`config.mk`:
```
export PLATFORM = sky130hd
export DESIGN_NAME = cartoon_compose
export DESIGN_NICKNAME = d
export VERILOG_FILES = /design/src/rtl/cartoon_compose.sv
export SDC_FILE = /design/constraint.sdc
export NUM_CORES = 1
export LEC_CHECK = 0
export CAP_MARGIN = 20
export CORE_UTILIZATION = 44
export DETAILED_ROUTE_END_ITERATION = 6
export PLACE_DENSITY = 0.73
export RECOVER_POWER = 50
export SLEW_MARGIN = 20
export SYNTH_ARGS = -nofsm -noshare
export SYNTH_HDL_FRONTEND = slang
export SYNTH_SLANG_ARGS = --single-unit
```
`constraint.sdc`:
```
create_clock -name clk -period 3.8 [get_ports clk]
set_clock_uncertainty 0.05 [all_clocks]
set_input_delay 0.76 -clock clk [delete_from_list [all_inputs] [get_ports clk]]
set_output_delay 0.76 -clock clk [all_outputs]
set_load 0.03 [all_outputs]
```
`src/rtl/cartoon_compose.sv`:
```
// cartoon_compose: posterizes the blurred centre pixel and overlays black,
// horizontally thickened outlines where the edge magnitude beats an
// adaptive threshold. Two-stage pipeline; the threshold retunes once per
// frame from the number of edge hits seen in that frame.
module cartoon_compose #(
  parameter int         POST_BITS   = 2,
  parameter int         DILATE      = 2,
  parameter logic [7:0] THRESH_INIT = 8'd40,
  parameter logic [7:0] THRESH_MIN  = 8'd16,
  parameter logic [7:0] THRESH_MAX  = 8'd200,
  parameter logic [7:0] THRESH_STEP = 8'd4,
  parameter logic [19:0] HI_COUNT   = 20'd40000,
  parameter logic [19:0] LO_COUNT   = 20'd10000
) (
  input  logic        clk,
  input  logic        rst_n,
  input  logic        en,
  input  logic        auto_en,
  input  logic        pix_valid,
  input  logic [12:0] col,
  input  logic        frame_end,
  input  logic [7:0]  edge_in,
  input  logic [23:0] blur_in,
  input  logic [23:0] pass_in,
  output logic [23:0] out_rgb,
  output logic        out_valid,
  output logic [7:0]  threshold,
  output logic [19:0] edge_count
);

  // Number of copies of the kept bits needed to refill a byte.
  localparam int         REP = 8 / POST_BITS;
  localparam logic [2:0] DIL = 3'(DILATE);

  logic [2:0]  run;
  logic [19:0] acc;
  logic        hit;
  logic        carry;
  logic        outline;
  logic [23:0] post;
  logic [19:0] acc_final;
  logic [8:0]  thr_up;
  logic [8:0]  thr_floor;

  logic        s1_valid;
  logic        s1_outline;
  logic [23:0] s1_post;
  logic [23:0] s1_pass;

  // An edge hit is a strict unsigned compare against the live threshold.
  assign hit = pix_valid && (edge_in > threshold);

  // A pending outline run only continues within the same line.
  assign carry   = (col != 13'd0) && (run != 3'd0);
  assign outline = hit || carry;

  // Per-channel posterize: keep the top bits and replicate them downward,
  // so full-scale inputs stay full-scale and black stays black.
  generate
    for (genvar gi = 0; gi < 3; gi++) begin : g_post
      assign post[gi*8 +: 8] = {REP{blur_in[gi*8 + 8 - POST_BITS +: POST_BITS]}};
    end
  endgenerate

  // Accumulator value including this cycle's hit, saturating at all ones.
  assign acc_final = (hit && (acc != 20'hFFFFF)) ? acc + 20'd1 : acc;

  // 9-bit clamp arithmetic so neither direction can wrap in 8 bits.
  assign thr_up    = {1'b0, threshold} + {1'b0, THRESH_STEP};
  assign thr_floor = {1'b0, THRESH_MIN} + {1'b0, THRESH_STEP};

  // Stage 1: capture outline decision, posterized colour and bypass pixel.
  always_ff @(posedge clk or negedge rst_n) begin
    if (!rst_n) begin
      s1_valid   <= 1'b0;
      s1_outline <= 1'b0;
      s1_post    <= 24'd0;
      s1_pass    <= 24'd0;
    end else begin
      s1_valid   <= pix_valid;
      s1_outline <= outline;
      s1_post    <= post;
      s1_pass    <= pass_in;
    end
  end

  // Dilation run: reload on a hit, count down otherwise, only on valid pixels.
  always_ff @(posedge clk or negedge rst_n) begin
    if (!rst_n) begin
      run <= 3'd0;
    end else if (pix_valid) begin
      if (hit)        run <= DIL;
      else if (carry) run <= run - 3'd1;
      else            run <= 3'd0;
    end
  end

  // Stage 2: choose between outline black, posterized colour and bypass.
  always_ff @(posedge clk or negedge rst_n) begin
    if (!rst_n) begin
      out_rgb   <= 24'd0;
      out_valid <= 1'b0;
    end else begin
      out_valid <= s1_valid;
      if (en) out_rgb <= s1_outline ? 24'h000000 : s1_post;
      else    out_rgb <= s1_pass;
    end
  end

  // Per-frame hit accounting and adaptive threshold update at frame end.
  always_ff @(posedge clk or negedge rst_n) begin
    if (!rst_n) begin
      acc        <= 20'd0;
      edge_count <= 20'd0;
      threshold  <= THRESH_INIT;
    end else if (frame_end) begin
      acc        <= 20'd0;
      edge_count <= acc_final;
      if (auto_en) begin
        if (acc_final > HI_COUNT) begin
          threshold <= (thr_up > {1'b0, THRESH_MAX}) ? THRESH_MAX : thr_up[7:0];
        end else if (acc_final < LO_COUNT) begin
          threshold <= ({1'b0, threshold} < thr_floor) ? THRESH_MIN
                                                       : threshold - THRESH_STEP;
        end
      end
    end else begin
      acc <= acc_final;
    end
  end

endmodule

```
# Word-level counts from Yosys, hierarchy flattened
# Cells that the tools add are included.
# totals
out_inout_bits	53
input_bits	75
latch_bits	0
ff_bits	126
mem_bits_rw	0
romBits	0
memories	0
# classes
n_shift	0
order_cmp	5
addsub	4
n_reduce_logical	8
multipliers	0
div	0
eq_ne	1
n_mux	10
bitwise_logic	0
# ops
cell	count
24-bit two-way mux	2
20-bit two-way mux	2
8-bit two-way mux	4
20-bit by 1-bit adder with 20-bit output (second input constant)	1
20-bit by 16-bit greater-than comparator with 1-bit output (second input constant)	1
20-bit by 14-bit < comparator with 1-bit output (second input constant)	1
20-bit != test (second input constant)	1
13-bit nonzero test	1
8-bit by 3-bit adder with 9-bit output (second input constant)	1
9-bit by 8-bit greater-than comparator with 1-bit output (second input constant)	1
8-bit greater-than comparator	1
8-bit by 5-bit < comparator with 1-bit output (second input constant)	1
8-bit by 3-bit subtractor with 8-bit output (second input constant)	1
3-bit two-way mux	2
1-bit logical AND	3
3-bit AND reduction	1
3-bit nonzero test	1
3-bit by 1-bit subtractor with 3-bit output (second input constant)	1
2-bit nonzero test	1
1-bit logical OR	1

# Depth between registers and ports, before layout
# Gate-level depths: netlist (run 1).
# depth
depth_word	7
depth_mapped	14
depth_no_buf	11

# Worst setup path before layout (run 1)
# Ideal clock, no wire load.
# synth_timing
path_type	register to register
startpoint	reg threshold[5]
endpoint	reg threshold[3]
required_ns	3.675
period_less_slack_ns	3.687
path_stages_with_launch	14
arrival_ns	3.562
path_slack_ns	0.113
path_cell_list	dfstp_2 clkbuf_1 inv_1 ha_1 nand4_1 o41a_1 o21a_1 buf_2 a311o_1 and2_1 nor4_2 o31a_1 a21o_1 mux2i_1
# synth_between
elab_chain_len	7
# synth_rtl
item	line	source
from (decl)	27	output logic [7:0] threshold,
from (signal assigned)	121	threshold <= (thr_up > {1'b0, THRESH_MAX}) ? THRESH_MAX : thr_up[7:0];
from (signal assigned)	123	threshold <= ({1'b0, threshold} < thr_floor) ? THRESH_MIN
8-bit greater-than comparator	51	assign hit = pix_valid && (edge_in > threshold);
1-bit logical AND	51	
1-bit logical AND	66	assign acc_final = (hit && (acc != 20'hFFFFF)) ? acc + 20'd1 : acc;
20-bit two-way mux	66	
20-bit by 16-bit greater-than comparator with 1-bit output or 20-bit by 14-bit < comparator with 1-bit output (tied branches)	120, 122	
2-bit nonzero test (no source line)	n/a	
3-bit AND reduction (no source line)	n/a	
# Parallel ways exist; a longest one is shown, timed or not. The select of a mux whose other input is x is not followed.
# A chain may end at the register's enable or synchronous reset.

# Final worst setup path (run 1)
# layout_timing
startpoint	in edge_in[7]
endpoint	reg threshold[4]
# layout_between
elab_chain_len	7
# layout_rtl
item	line	source
from (decl)	22	input logic [7:0] edge_in,
8-bit greater-than comparator *	51	
1-bit logical AND *	51	
1-bit logical AND *	66	
20-bit two-way mux *	66	
20-bit by 16-bit greater-than comparator with 1-bit output or 20-bit by 14-bit < comparator with 1-bit output (tied branches)	120, 122	
2-bit nonzero test (no source line)	n/a	
3-bit AND reduction (no source line)	n/a	
# Every way passes the cells marked *; elsewhere a longest branch is shown, timed or not.

==> results.json, run 1 <==
{
  "final_nets": 702,
  "clkSinkCount": 106,
  "worstPathMaxFanout": 15,
  "start_util": 0.4551,
  "grt_pass1_wl_um": 18730,
  "post_dp_cell_area_um2": 6409,
  "grt_max_degree": 93,
  "r2r_slack_ps": 320,
  "syn_inst": 480,
  "slowest_delay_ps": 530,
  "clk_pin_slew_ps": 70,
  "antenna_left": 0,
  "critPathTopFamily": "compound AO/OA/AOI/OAI gates",
  "power_density_nw_per_um2": 473.1,
  "antenna_found_initial": 0,
  "critPathLaunchType": "input pin",
  "ys_ff_latch": 106,
  "critPathCaptureType": "flop",
  "dr.pass1.iters": 4,
  "violations": "max-capacitance violations, max-slew violations",
  "r2r-start": "acc[0]",
  "vdd_drop_max_mv": 0.2840,
  "drtIter0Drc": 176,
  "vias": 4028,
  "setup_viol": 0,
  "hpwlAfterDp_um": 8274,
  "htree_levels": 3,
  "globalRouteTotalUtil": 0.2087,
  "gp_congestion": 0.8271,
  "ys_seq_area_frac": 0.5334,
  "hold_path_class": "flop to flop",
  "io_pins": 128,
  "fmax_mhz": 271.6,
  "clock_latency_ps": 350,
  "port_buffers": 107,
  "dpl_worst_slack_ps": -372.6,
  "r2r-end": "threshold[2]",
  "core_area_um2": 10940,
  "crit_path_end": "threshold[4]",
  "cts-root-buf": "clkbuf_16",
  "crit_arrival_ps": 3870,
  "r2r_cells": 11,
  "wl_per_cell_um": 15.30,
  "yosys_warnings": 0,
  "fin_crit_sh": 0.9690,
  "vias_per_cell": 5.300,
  "routed_wl_um": 11630,
  "p_leak_uw": 0.003009,
  "synth_area_per_cell_um2": 10.37,
  "total_power_uw": 3200,
  "crit_type": "input pin to flop",
  "tightest_slew_ps": 2195,
  "final-hold-violation-count": 0,
  "cts_setup_buffers": 0,
  "tritoncts": "yes",
  "cts_made_buffers": 9,
  "std_cell_rows": 38,
  "critPathBufInv": 2,
  "overflow": 0,
  "grt_pass1_vias": 3945,
  "critPathSlowestCell": "or4_4",
  "critical_path.startpoint": "edge_in[7]",
  "slew_headroom": -0.4632,
  "dieArea_um2": 11740,
  "post_route_cells_drive_above_1_share": 0.1468,
  "ys_types": 71,
  "netlist_area_um2": 4977,
  "path_depth": 12,
  "dieHeight_um": 108.4,
  "min_period_ps": 3682,
  "cap_violations": 1,
  "die_w_um": 108.4,
  "remaining_drc_errors": 0,
  "ys_async_sr_fraction": 1.000,
  "crit_required_ps": 3990,
  "area_delta_synth_final_pct": 35.90,
  "outcome": "finished with violations",
  "setup_ws_ps": 117.9,
  "crit_chain": "clkdlybuf4s50_1 -> ha_1 -> nand4_1 -> o41a_1 -> o21ai_2 -> buf_12 -> or4_4 -> a22oi_2 -> nand2b_4 -> o31a_1 -> a21o_1 -> a211o_1",
  "cts_buffer_depth": 2,
  "fin_area_um2": 6764,
  "diodes": 0,
  "synth_ff_type": "dfrtp_1",
  "finalMaxSlewViolations": 93,
  "synth_edf_count": 0
}
[kinds of logic after synthesis]
logic type | after synthesis | synth area share
compound gates | 106 | 0.1471
xor+xnor | 20 | 0.03821
fa+ha+maj | 12 | 0.03017
buf+inv | 61 | 0.04977
flops | 106 | 0.5334
mux | 12 | 0.02614
other cells | 1 | 0.0007534
simple gates | 162 | 0.1745
[final cells by class]
class,count,area [µm²]
multi-input combinational,315,2155
fill,920,4172
timing repair buffer,144,1344
clock inverter,5,46.29
clock buffer,11,242.7
sequential,106,2655
inverter,39,146.4
tap,140,175.2
[worst register-to-register path: cells and delay by family, from the launching register on]
| family | cells | cell delay, ps |
|---|---|---|
| flops | 1 | 430 |
| mux | 1 | 220 |
| compound gates | 4 | 910 |
| fa+ha+maj | 1 | 270 |
| buf+inv | 1 | 140 |
| simple gates | 4 | 1360 |
[cell usage after synthesis (all sizes together), types with 3 or more instances]
master / instances / area (µm²)
a211o: 4 / 35.03
a211oi: 5 / 42.54
a21oi: 26 / 133.9
and2: 6 / 38.79
and3: 3 / 18.77
buf: 9 / 52.55
clkbuf: 13 / 48.80
dfrtp: 104 / 2603
ha: 12 / 150.1
inv: 39 / 146.4
mux2i: 10 / 100.1
nand2: 34 / 127.6
nand2b: 4 / 32.53
nand3: 11 / 55.05
nand4: 9 / 77.57
nor2: 55 / 224.0
nor3: 11 / 66.32
nor4: 12 / 96.34
o211ai: 4 / 40.03
o21ai: 36 / 180.2
o31a: 3 / 26.28
o31ai: 7 / 71.32
or3: 3 / 18.77
or4: 6 / 48.80
xnor2: 14 / 137.6
xor2: 6 / 52.55
[power breakdown]
part           leakage, µW  internal, µW  switching (µW)
clock network     0.000142           474             429
registers          0.00133          1250            60.0
logic              0.00154           418             567
total              0.00301          2140            1060
[through the flow]
step	cells	hold slack, ps	util	TNS, ps
6_report	760	300.0	0.6185	0
5_1_grt	760	324.4	0.6185	-0.3451
4_1_cts	759	309.0	0.6125	0
3_5_place_dp	743	291.1	0.5860	-1828
3_3_place_gp	743	282.7	0.5860	-1325
2_1_floorplan	481	281.2	-	0
[flip-flops by register name, summed over array words and instances, names as in the netlist]
name,count
out_rgb,24
s1_post,6
threshold,6
acc,20
edge_count,20
run,3
out_valid,1
s1_valid,1
s1_pass,24
s1_outline,1
[how the worst min path moves through the flow]
stage,slack (ps),from,to,cells past startpoint
3_5_place_dp,290,s1_valid,out_valid,0
6_report,300,s1_valid,out_valid,0
4_1_cts,310,s1_valid,out_valid,0
5_1_grt,320,s1_valid,out_valid,0
3_3_place_gp,280,s1_valid,out_valid,0
2_1_floorplan,280,s1_valid,out_valid,0
[timing repair]
action                                 in CTS  in global routing
endpoints found under the hold margin       0                  0
gates cloned                                0                  1
gates resized for setup                     0                 13
pin swaps                                   1                  5
setup endpoints to repair                   1                  6
hold buffers                                0                  0
[cell usage in the layout (no fill, tap or decap), types with 3 or more instances in the layout]
cell / n
dfrtp_1: 104
dlygate4sd3_1: 30
xnor2_1: 12
a21oi_1: 24
inv_1: 39
or4_4: 4
and3_1: 3
buf_4: 34
clkbuf_1: 3
nor3_1: 10
clkdlybuf4s50_1: 75
clkbuf_16: 9
o21ai_0: 32
xor2_1: 6
nand3_1: 11
clkinv_4: 3
o21ai_1: 3
nand4_1: 7
nand2_1: 34
o31ai_1: 5
nor4_1: 8
nand2b_1: 3
and2_1: 5
nor2_1: 52
a211oi_1: 3
ha_1: 12
o31a_1: 3
or3_1: 3
mux2i_1: 10
a211o_1: 4
[layer usage]
metal	routed length [µm]	track usage
met4	237	0.08205
met2	5656	0.3517
met5	0	0
met1	5149	0.2681
met3	584	0.03617
(Power assumes the default switching activity.)
==> run 2: changes to the inputs <==
Settings changed: CORE_MARGIN set to 1.5.
==> run 2 against run 1 <==
Worst setup slack worse by 22 ps. Largest cell class unchanged. Critical endpoint unchanged. Wire length barely moved. Fmax fell by 0.60%. Largest power group unchanged. The run still ends with max-capacitance violations, max-slew violations left.
==> results.json, run 2 (synthesis gave the netlist of run 1 again) <==
{
  "outcome": "finished with violations",
  "violations": "max-capacitance violations, max-slew violations",
  "power_density_nw_per_um2": 474.2,
  "globalRouteTotalUtil": 0.2064,
  "maxUsedRoutingLayer": "met4",
  "vias": 4000,
  "crit_required_ps": 3980,
  "cap_violations": 1,
  "grt_pass1_vias": 3964,
  "crit_arrival_ps": 3880,
  "antenna_found_initial": 1,
  "cts_made_buffers": 9,
  "post_route_cells_drive_above_1_share": 0.1415,
  "dieArea_um2": 11960,
  "io_pins": 128,
  "final_cell_mix": "dfrtp_1, clkdlybuf4s50_1, nor2_1",
  "routed_wl_um": 11620,
  "clock_latency_ps": 340,
  "area_delta_synth_final_pct": 35.92,
  "p_leak_uw": 0.003023,
  "clk_pin_slew_ps": 70,
  "tritoncts": "yes",
  "layout_commonest_cell": "dfrtp_1",
  "dieHeight_um": 109.4,
  "hold_path_class": "flop to flop",
  "holdBufCountCts": 0,
  "fin_crit_sh": 0.9748,
  "reg.largest.list": "out_rgb: 24 flops, s1_pass: 24 flops",
  "fmax_mhz": 270.0,
  "port_buffers": 107,
  "htree_levels": 3,
  "remaining_drc_errors": 0,
  "start_util": 0.4551,
  "antenna_left": 0,
  "core_area_um2": 10940,
  "vdd_drop_max_mv": 0.3036,
  "hpwlAfterDp_um": 8577,
  "crit_chain": "clkdlybuf4s50_1 -> ha_1 -> nand4_1 -> o41a_1 -> o21ai_2 -> buf_12 -> or4_1 -> a22oi_2 -> nand2b_4 -> o31a_1 -> a21o_1 -> a211o_1",
  "holdWs_ps": 305.3,
  "overflow": 0,
  "grt_max_degree": 63,
  "min_period_ps": 3704,
  "vias_per_cell": 5.242,
  "tightest_slew_ps": 2445,
  "fin_area_um2": 6765,
  "gp_congestion": 0.8418,
  "critPathCaptureType": "flop",
  "fillers": 916,
  "dr.pass1.iters": 4,
  "final_nets": 704,
  "critPathLaunchType": "input pin",
  "slowest_delay_ps": 530,
  "cts-root-buf": "clkbuf_16",
  "crit_type": "input pin to flop",
  "met1_length_um": 5247,
  "slew_headroom": -0.6301,
  "worstPathMaxFanout": 15,
  "post_dp_cell_area_um2": 6436,
  "post-route-util": 0.6187,
  "drtIter0Drc": 171,
  "critPathSlowestCell": "or4_1",
  "final-hold-violation-count": 0,
  "die_w_um": 109.4,
  "cts_buffer_depth": 2,
  "std_cell_rows": 38,
  "cts_setup_buffers": 0,
  "setup_viol": 0,
  "cts_resized": 0,
  "wl_met3_um": 511,
  "wl_met2_um": 5609,
  "finalMaxSlewViolations": 45,
  "clkSinkCount": 106,
  "wl_per_cell_um": 15.22,
  "grt_pass1_wl_um": 19060
}
==> run 2: worst max-delay path, delay by kind of cell <==
kind,cells,cell delay (ps)
buffers and inverters,2,560
adder cells (fa/ha/maj),1,330
AO/OA/AOI/OAI,6,1430
AND/OR/NAND/NOR,3,790
==> run 2: final cells by class <==
type,count,area [µm²],share of cell area
flip-flops and latches,106,2655,0.3925
multi-input cells,315,2117,0.3129
repair buffers,146,1374,0.2031
clock buffers,10,239.0,0.03532
well taps,140,175.2,0.02589
inverters,39,146.4,0.02164
clock inverters,6,56.30,0.008323
diodes,1,2.502,0.0003699
==> run 2: report_power, final <==
| group | switching [µW] | internal [µW] |
|---|---|---|
| Clock | 430 | 477 |
| Sequential | 57.0 | 1250 |
| Combinational | 571 | 422 |
| Total | 1060 | 2150 |
==> run 2: path summary, 6_finish.rpt <==
kind / cells after the start / start / slack [ps] / endpoint
worst min-delay path: 0 / s1_valid / 310 / out_valid
worst min register to register: 0 / s1_valid / 310 / out_valid
worst max register to register: 11 / acc[0] / 310 / threshold[2]
worst max-delay path: 12 / edge_in[7] / 100 / threshold[4]
max in group asynchronous: 1 / rst_n / 1190 / threshold[4]
min in group asynchronous: 1 / rst_n / 1100 / out_rgb[18]
==> run 2: per-stage QoR <==
stage                     setup WS [ps]  instances  power [µW]  TNS (ps)
after floorplan                   113.0        481        1913         0
after global placement           -265.1        745        2296     -1313
after detailed placement         -310.0        745        2326     -1519
after CTS                         41.41        761        3235         0
after global routing            -0.2425        763        3384   -0.2425
final                             95.82        763        3208         0
==> run 2: metal layers <==
layer,track usage,vias up
met5,0,-
met4,0.08256,0
met3,0.03616,20
met2,0.3407,92
met1,0.2700,1941
li1,-,1947
==> run 3: changes to the inputs <==
Settings changed: CTS_CLUSTER_SIZE set to 16.
==> results of run 3 <==
Final layout, timing and power as in run 2 (identical DEF).
